==> src/rtl/debug_reg_dump.sv <==
// Debug register dump: sweeps the register file debug read port and streams each word LSB-byte first.
// Optional DEBUG_REG_DUMP_CHECKSUM_EN appends an XOR checksum byte after the last register.
module debug_reg_dump #(
    parameter int NB_DATA  = 32,
    parameter int NB_REG   = 5,
    parameter int NB_BYTE  = 8,
    parameter int SIZE_REG = 32
) (
    input  logic               i_clk,
    input  logic               i_rst_n,
    input  logic               i_start,
    output logic [NB_REG-1:0]  o_address_read_debug,
    input  logic [NB_DATA-1:0] i_data_read_debug,
    output logic [NB_BYTE-1:0] o_tx_data,
    output logic               o_tx_valid,
    input  logic               i_tx_ready,
    output logic               o_busy,
    output logic               o_done
);

    localparam logic [2:0] S_IDLE     = 3'd0;
    localparam logic [2:0] S_SET_ADDR = 3'd1;
    localparam logic [2:0] S_LATCH    = 3'd2;
    localparam logic [2:0] S_SEND     = 3'd3;
    localparam logic [2:0] S_DONE     = 3'd4;
    localparam logic [2:0] S_CKSUM    = 3'd5;

    localparam logic [NB_REG-1:0] LAST_ADDR = NB_REG'(SIZE_REG - 1);
    localparam logic [1:0]        LAST_IDX  = 2'(NB_DATA / NB_BYTE - 1);

    logic [2:0]         state_q, state_d;
    logic [NB_REG-1:0]  addr_q, addr_d;
    logic [1:0]         idx_q, idx_d;
    logic [NB_DATA-1:0] shift_q, shift_d;
    logic               xfer;

`ifdef DEBUG_REG_DUMP_CHECKSUM_EN
    logic [NB_BYTE-1:0] cksum_q, cksum_d;
`endif

    assign xfer = o_tx_valid & i_tx_ready;

    always_comb begin
        state_d = state_q;
        addr_d  = addr_q;
        idx_d   = idx_q;
        shift_d = shift_q;
`ifdef DEBUG_REG_DUMP_CHECKSUM_EN
        cksum_d = cksum_q;
`endif
        case (state_q)
            S_IDLE: begin
                if (i_start) begin
                    addr_d  = '0;
                    idx_d   = '0;
                    state_d = S_SET_ADDR;
`ifdef DEBUG_REG_DUMP_CHECKSUM_EN
                    cksum_d = '0;
`endif
                end
            end
            // Address is presented here; read data is valid one cycle later in LATCH.
            S_SET_ADDR: state_d = S_LATCH;
            S_LATCH: begin
                shift_d = i_data_read_debug;
                state_d = S_SEND;
            end
            S_SEND: begin
                if (xfer) begin
`ifdef DEBUG_REG_DUMP_CHECKSUM_EN
                    cksum_d = cksum_q ^ shift_q[NB_BYTE-1:0];
`endif
                    if (idx_q != LAST_IDX) begin
                        shift_d = shift_q >> NB_BYTE;
                        idx_d   = idx_q + 2'd1;
                    end else if (addr_q != LAST_ADDR) begin
                        addr_d  = addr_q + 1'b1;
                        idx_d   = '0;
                        state_d = S_SET_ADDR;
                    end else begin
`ifdef DEBUG_REG_DUMP_CHECKSUM_EN
                        state_d = S_CKSUM;
`else
                        state_d = S_DONE;
`endif
                    end
                end
            end
`ifdef DEBUG_REG_DUMP_CHECKSUM_EN
            S_CKSUM: begin
                if (xfer) state_d = S_DONE;
            end
`endif
            S_DONE:  state_d = S_IDLE;
            default: state_d = S_IDLE;
        endcase
    end

    always_ff @(posedge i_clk or negedge i_rst_n) begin
        if (!i_rst_n) begin
            state_q <= S_IDLE;
            addr_q  <= '0;
            idx_q   <= '0;
            shift_q <= '0;
`ifdef DEBUG_REG_DUMP_CHECKSUM_EN
            cksum_q <= '0;
`endif
        end else begin
            state_q <= state_d;
            addr_q  <= addr_d;
            idx_q   <= idx_d;
            shift_q <= shift_d;
`ifdef DEBUG_REG_DUMP_CHECKSUM_EN
            cksum_q <= cksum_d;
`endif
        end
    end

    assign o_address_read_debug = addr_q;
    assign o_busy               = (state_q != S_IDLE);
    assign o_done               = (state_q == S_DONE);

`ifdef DEBUG_REG_DUMP_CHECKSUM_EN
    assign o_tx_valid = (state_q == S_SEND) || (state_q == S_CKSUM);
    assign o_tx_data  = (state_q == S_CKSUM) ? cksum_q : shift_q[NB_BYTE-1:0];
`else
    assign o_tx_valid = (state_q == S_SEND);
    assign o_tx_data  = shift_q[NB_BYTE-1:0];
`endif

endmodule

==> config.mk <==
export PLATFORM = sky130hd
export DESIGN_NAME = debug_reg_dump
export DESIGN_NICKNAME = d
export VERILOG_FILES = /design/src/rtl/debug_reg_dump.sv
export SDC_FILE = /design/constraint.sdc
export NUM_CORES = 1
export LEC_CHECK = 0
export ABC_AREA = 1
export BUFFER_PORTS_ARGS = -buffer_cell sky130_fd_sc_hd__buf_2
export CORE_MARGIN = 5
export CORE_UTILIZATION = 45
export DETAILED_ROUTE_END_ITERATION = 10
export PLACE_DENSITY = 0.74
export SLEW_MARGIN = 20
export SYNTH_ARGS = -nofsm -noshare
export SYNTH_HDL_FRONTEND = slang
export SYNTH_SLANG_ARGS = --single-unit
==> constraint.sdc <==
create_clock -name i_clk -period 4.2 [get_ports i_clk]
set_clock_uncertainty 0.1 [all_clocks]
set_input_delay 0.42 -clock i_clk [delete_from_list [all_inputs] [get_ports i_clk]]
set_output_delay 0.42 -clock i_clk [all_outputs]
set_load 0.01 [all_outputs]
Yosys cells after proc, flatten, opt, wreduce, memory -nomap -nowiden
Index checks and enable logic that the tools add are counted.
- add/subtract/negate cells: 2
- eq/ne operators: 12
- mux-type cells: 18
- bitwise operators: 1
- reduce and logical (&&, ||, !) cells: 8
- operators with widths (operator ; count):
    32-bit two-way mux ; 2
    32-bit case mux with 2 select lines ; 1
    5-bit two-way mux ; 4
    3-bit two-way mux ; 4
    3-bit case mux with 4 select lines ; 1
    5-bit case mux with 2 select lines ; 1
    2-bit two-way mux ; 4
    3-bit by 2-bit == test with 1-bit output (second input constant) ; 2
    2-bit by 1-bit inequality test with 1-bit output (second input constant) ; 3
    2-bit inequality test (second input constant) ; 3
    3-bit AND reduction ; 2
    5-bit by 1-bit adder with 5-bit output (second input constant) ; 1
    5-bit inequality test (second input constant) ; 1
    5-bit AND reduction ; 1
    2-bit case mux with 2 select lines ; 1
    4-bit AND reduction ; 1
    2-bit nonzero test ; 2
    3-bit by 1-bit == test with 1-bit output (second input constant) ; 1
    3-bit == test (second input constant) ; 1
    3-bit logical NOT ; 1
    3-bit by 1-bit inequality test with 1-bit output (second input constant) ; 1
    3-bit nonzero test ; 1
    2-bit by 1-bit adder with 2-bit output (second input constant) ; 1
    1-bit AND ; 1
- bits in registers: 42
- input port bits: 36
- output and inout bits: 16

Depth between registers and ports, before layout
- depth in word-level cells: 5
- mapped depth: 9

Least setup slack after synthesis
No wires, ideal clock.
- path kind: reg-to-reg
- start: register addr_q[0] (netlist: o_address_read_debug[0])
- end: register addr_q[0] (netlist: o_address_read_debug[0])
- library setup time: 0.123 ns
- data arrival time: 1.321 ns
- required time: 3.977 ns
- setup slack: 2.656 ns
- stages on the path, launching flop included: 9
- cell sequence: dfrtp_1 ha_1 nand2_1 nor2_1 ha_1 nand2_1 nand2_2 o21ai_0 nand2_1
- longest elaborated chain between the ends: 5
- elaborated cells between the ends (all ways): 8
- classes of those cells: 1 x add/sub; 2 x eq/ne; 4 x mux; 1 x reduce/logical
- ends and longest elaborated chain (what ; RTL line ; RTL):
    start: declaration ; 32 ; logic [NB_REG-1:0] addr_q, addr_d;
    start signal: assignment ; 110 ; addr_q <= addr_d;
    5-bit by 1-bit adder with 5-bit output ; 77 ; addr_d = addr_q + 1'b1;
    5-bit two-way mux ; 76 ; end else if (addr_q != LAST_ADDR) begin
    5-bit two-way mux ; 73 ; if (idx_q != LAST_IDX) begin
    5-bit two-way mux ; 69 ; if (xfer) begin
    5-bit case mux with 2 select lines ; 51 ; case (state_q)
Several ways; a longest one is shown, not always the timed one. The select of a mux whose other input is x is not followed.
A chain may end at the register's enable or synchronous reset.

Worst setup path after layout
- start: register state_q[0]
- end: output port o_busy
- longest elaborated chain between the ends: 1
- ends and longest elaborated chain (what ; RTL line ; RTL):
    start: declaration ; 31 ; logic [2:0] state_q, state_d;
    start signal: assignment ; 109 ; state_q <= state_d;
    3-bit nonzero test ; 120 ; assign o_busy = (state_q != S_IDLE);
    end: declaration ; 17 ; output logic o_busy,
Every way passes these cells.

==> summary by stage <==
Run status
The run finished with clean final reports.

Worst hold path
The class of the most critical hold timing path is input pin to asynchronous set/reset pin.

GRT
Global routing consumed, over all layers together, 14.1% of the routing resources. The number of global-route vias before repair came to 1664. The first global-routing pass estimated 7210 µm of wire. The global-route congestion overflow total is 0. The initial antenna violation count is 0. The pin count of the biggest net entering global routing is 56.

Power and ir drop
The largest vdd supply drop is 0.530 mV. Overall power consumption after layout is estimated at 1.70 mW. In this run the power density over the cells is 675 nW/µm².

In this run the static leakage power is 1.32 nW.

Worst setup path
The cell at the slowest stage of the critical path is sky130_fd_sc_hd__dfrtp_1. For the worst setup path, the data required time is 3.68 ns. The signal on the critical path passes through nor2_2 > nand2_1 > buf_2.

The category of cells accounting for the largest share of critical-path delay is simple AND/OR/NAND/NOR gates. Along the worst path, the maximum fanout reaches 11. The startpoint type of the worst setup path is a flip-flop. The worst setup path is of the flip-flop to output pin kind.

The number of buffers and inverters on the critical path is 1. The worst setup path is captured at an output pin. In this design, the stage delay of the slowest critical-path cell is 0.49 ns. The endpoint arrival time on the critical path is 1.54 ns.

Synth
The netlist uses 24 different library cells. The top cell type by area accounts for 47.1% of the synthesized area. The synthesized netlist cell count is 283. The share of the Yosys chip area taken by registers is 47.1%. In this run, synthesis inferred 0 flip-flops with an integrated enable. The number of nets handed over by synthesis was 322. For this run, asynchronously set or reset flops after synthesis account for 100%. The total of warnings raised by yosys is 0.

The most instantiated flip-flop cell in the synthesis netlist is sky130_fd_sc_hd__dfrtp_1. Averaged over all synthesized cells, the footprint is 7.89 µm². The cell area that synthesis handed to floorplanning was 2230 µm².

By area the synthesized netlist is led by sky130_fd_sc_hd__dfrtp_1 (47%), sky130_fd_sc_hd__nand2_1 (12%), sky130_fd_sc_hd__o21ai_0 (8.1%). The library cell with the largest summed area after synthesis is sky130_fd_sc_hd__dfrtp_1. After synthesis the netlist holds a flip-flop and latch count of 42.

Finish
The library cell used most frequently in the layout, excluding fill and tap cells, is sky130_fd_sc_hd__nand2_1. In the final layout, the share of cells above drive strength 1 is 22.4%. The share of the core filled with cells in the final layout is 52.5%.

The final antenna diode count is 0. After the last flow step, the layout net total stands at 360. The relative area change from synthesis to final layout is 12.6%.

The finished layout holds 389 standard cells, fillers aside. The top cell types in the final layout, fill and taps aside, are sky130_fd_sc_hd__nand2_1 (74), sky130_fd_sc_hd__buf_2 (51), sky130_fd_sc_hd__dfrtp_1 (42).

Clock tree
Hold repair after CTS inserted 0 buffers. The post-CTS setup repair buffer count is 0. The post-cts repair resize count is 0. Counting along the longest clock path gives a buffer depth of 2. Clock-pin slew was measured on the worst setup and hold paths at 0.08 ns.

Counting every sink on the clock net gives 42. The cell sitting at the root of the clock tree is a sky130_fd_sc_hd__clkbuf_8. The CTS buffer count is 5. The H-tree was split into 2 levels. The clock tree from TritonCTS is built.

The latest clock arrival within the worst-skew pair is 0.30 ns.

Detailed routing
In the routed design, unresolved DRC markers number 0. The total via count after detailed routing is 1799. For this block, the initial DRC count from the detailed router was 91.

Wires add up to 4230 µm. After detailed routing, the average wire length per cell comes to 10.9 µm. Once detail routing completed, the nets flagged for antenna violations numbered 0. Using the TritonRoute via totals, the vias-per-cell ratio works out to 4.62. The number of detailed-route iterations in the first pass is 4.

Floorplan
For this configuration, the core starts out at a cell density of 46.7%. For this design the top-level I/O count stands at 52. From left edge to right edge, the die measures 80.5 µm. The die outline height is 80.5 µm. The area of the die is 6470 µm². The core region is 4790 µm².

The total number of placement rows is 25.

Timing
The final count of pins violating max slew is 0. The final hold violation count was 0. At the pin with the least slew margin, the transition time is 0.897 ns.

The achievable frequency is 0.487 GHz. The worst hold margin is 0.139 ns. The sum of negative setup slack is 0 ns. The worst path uses 48.9% of the clock period. The time the worst path needs with I/O delays and setup is 2.06 ns. Setup violations remaining at the end of the flow were counted as 0.

Setup repair after global routing left no endpoint under its margin. The worst slew margin relative to its limit is 40.2%.

Flow run
The max-cap violation count is 0.

Place
The number of placed cells counting well taps is 381. The count of buffers added on input and output ports is 51. Once detailed placement completed, the half-perimeter wirelength came to 3000 µm. The final weighted congestion in routability-driven placement is 0.728.
[routing by layer]
layer / share of wire [%] / vias to the layer above / track usage [%]
met4: 1.3 / 0 / 4.56
met3: 6.8 / 5 / 4.04
met5: 0 / - / 0
li1: - / 956 / -
met2: 42 / 48 / 21.4
met1: 50 / 790 / 19.3
[sequential cells by signal, summed over array words and instances (netlist names)]
signal and cells:
shift_q 32, o_address_read_debug 5, idx_q 2, state_q 3
[path summary, 6_finish.rpt]
kind | to | depth (start not counted) | slack, ns | from
max | o_busy | 3 | 2.14 | state_q[0]
min | shift_q[6] | 1 | 0.14 | i_rst_n
max reg2reg | shift_q[13] | 5 | 2.18 | state_q[1]
min reg2reg | shift_q[23] | 2 | 0.42 | shift_q[23]
max in group asynchronous | idx_q[0] | 1 | 3.29 | i_rst_n
min in group i_clk | shift_q[29] | 3 | 0.26 | i_data_read_debug[29]
[cell type report]
class | instances | area [µm²]
well taps | 67 | 83.8
clock buffers | 6 | 72.6
fillers | 467 | 2270
inverters | 42 | 158
multi-input cells | 178 | 873
flip-flops and latches | 42 | 1050
repair buffers | 52 | 263
clock inverters | 2 | 13.8
[Yosys cell counts (2+ instances only)]
cell,count
sky130_fd_sc_hd__nand3_1,11
sky130_fd_sc_hd__o21ai_1,26
sky130_fd_sc_hd__nor2_4,2
sky130_fd_sc_hd__o21bai_1,2
sky130_fd_sc_hd__inv_2,2
sky130_fd_sc_hd__inv_1,40
sky130_fd_sc_hd__nand2_1,74
sky130_fd_sc_hd__nor2_1,13
sky130_fd_sc_hd__buf_2,4
sky130_fd_sc_hd__o21ai_0,36
sky130_fd_sc_hd__dfrtp_1,42
sky130_fd_sc_hd__buf_4,10
sky130_fd_sc_hd__nand2_2,3
sky130_fd_sc_hd__clkbuf_1,2
sky130_fd_sc_hd__ha_1,3
sky130_fd_sc_hd__buf_6,5
[where the power goes]
part / internal (mW) / switching [mW]
logic: 0.267 / 0.518
clock network: 0.117 / 0.142
registers: 0.572 / 0.0835
total: 0.956 / 0.743
[logic make-up (layout without fill, tap and decap cells)]
kind of cell / count (synthesis) / in the layout / share of synthesized area [%]
and+or+nand+nor: 109 / 109 / 21.7
AOI/OAI and AO/OA: 66 / 66 / 15.3
DFF: 42 / 42 / 47.1
buffers and inverters: 63 / 102 / 14.2
adders and majority gates: 3 / 3 / 1.68
[per-stage QoR]
step	setup WS, ns	area [µm²]
finish	2.14	2510
global route	1.92	2510
CTS	2.13	2510
detailed placement	2.17	2430
global placement	2.19	2430
floorplan	2.66	2230
(Power assumes the default switching activity.)
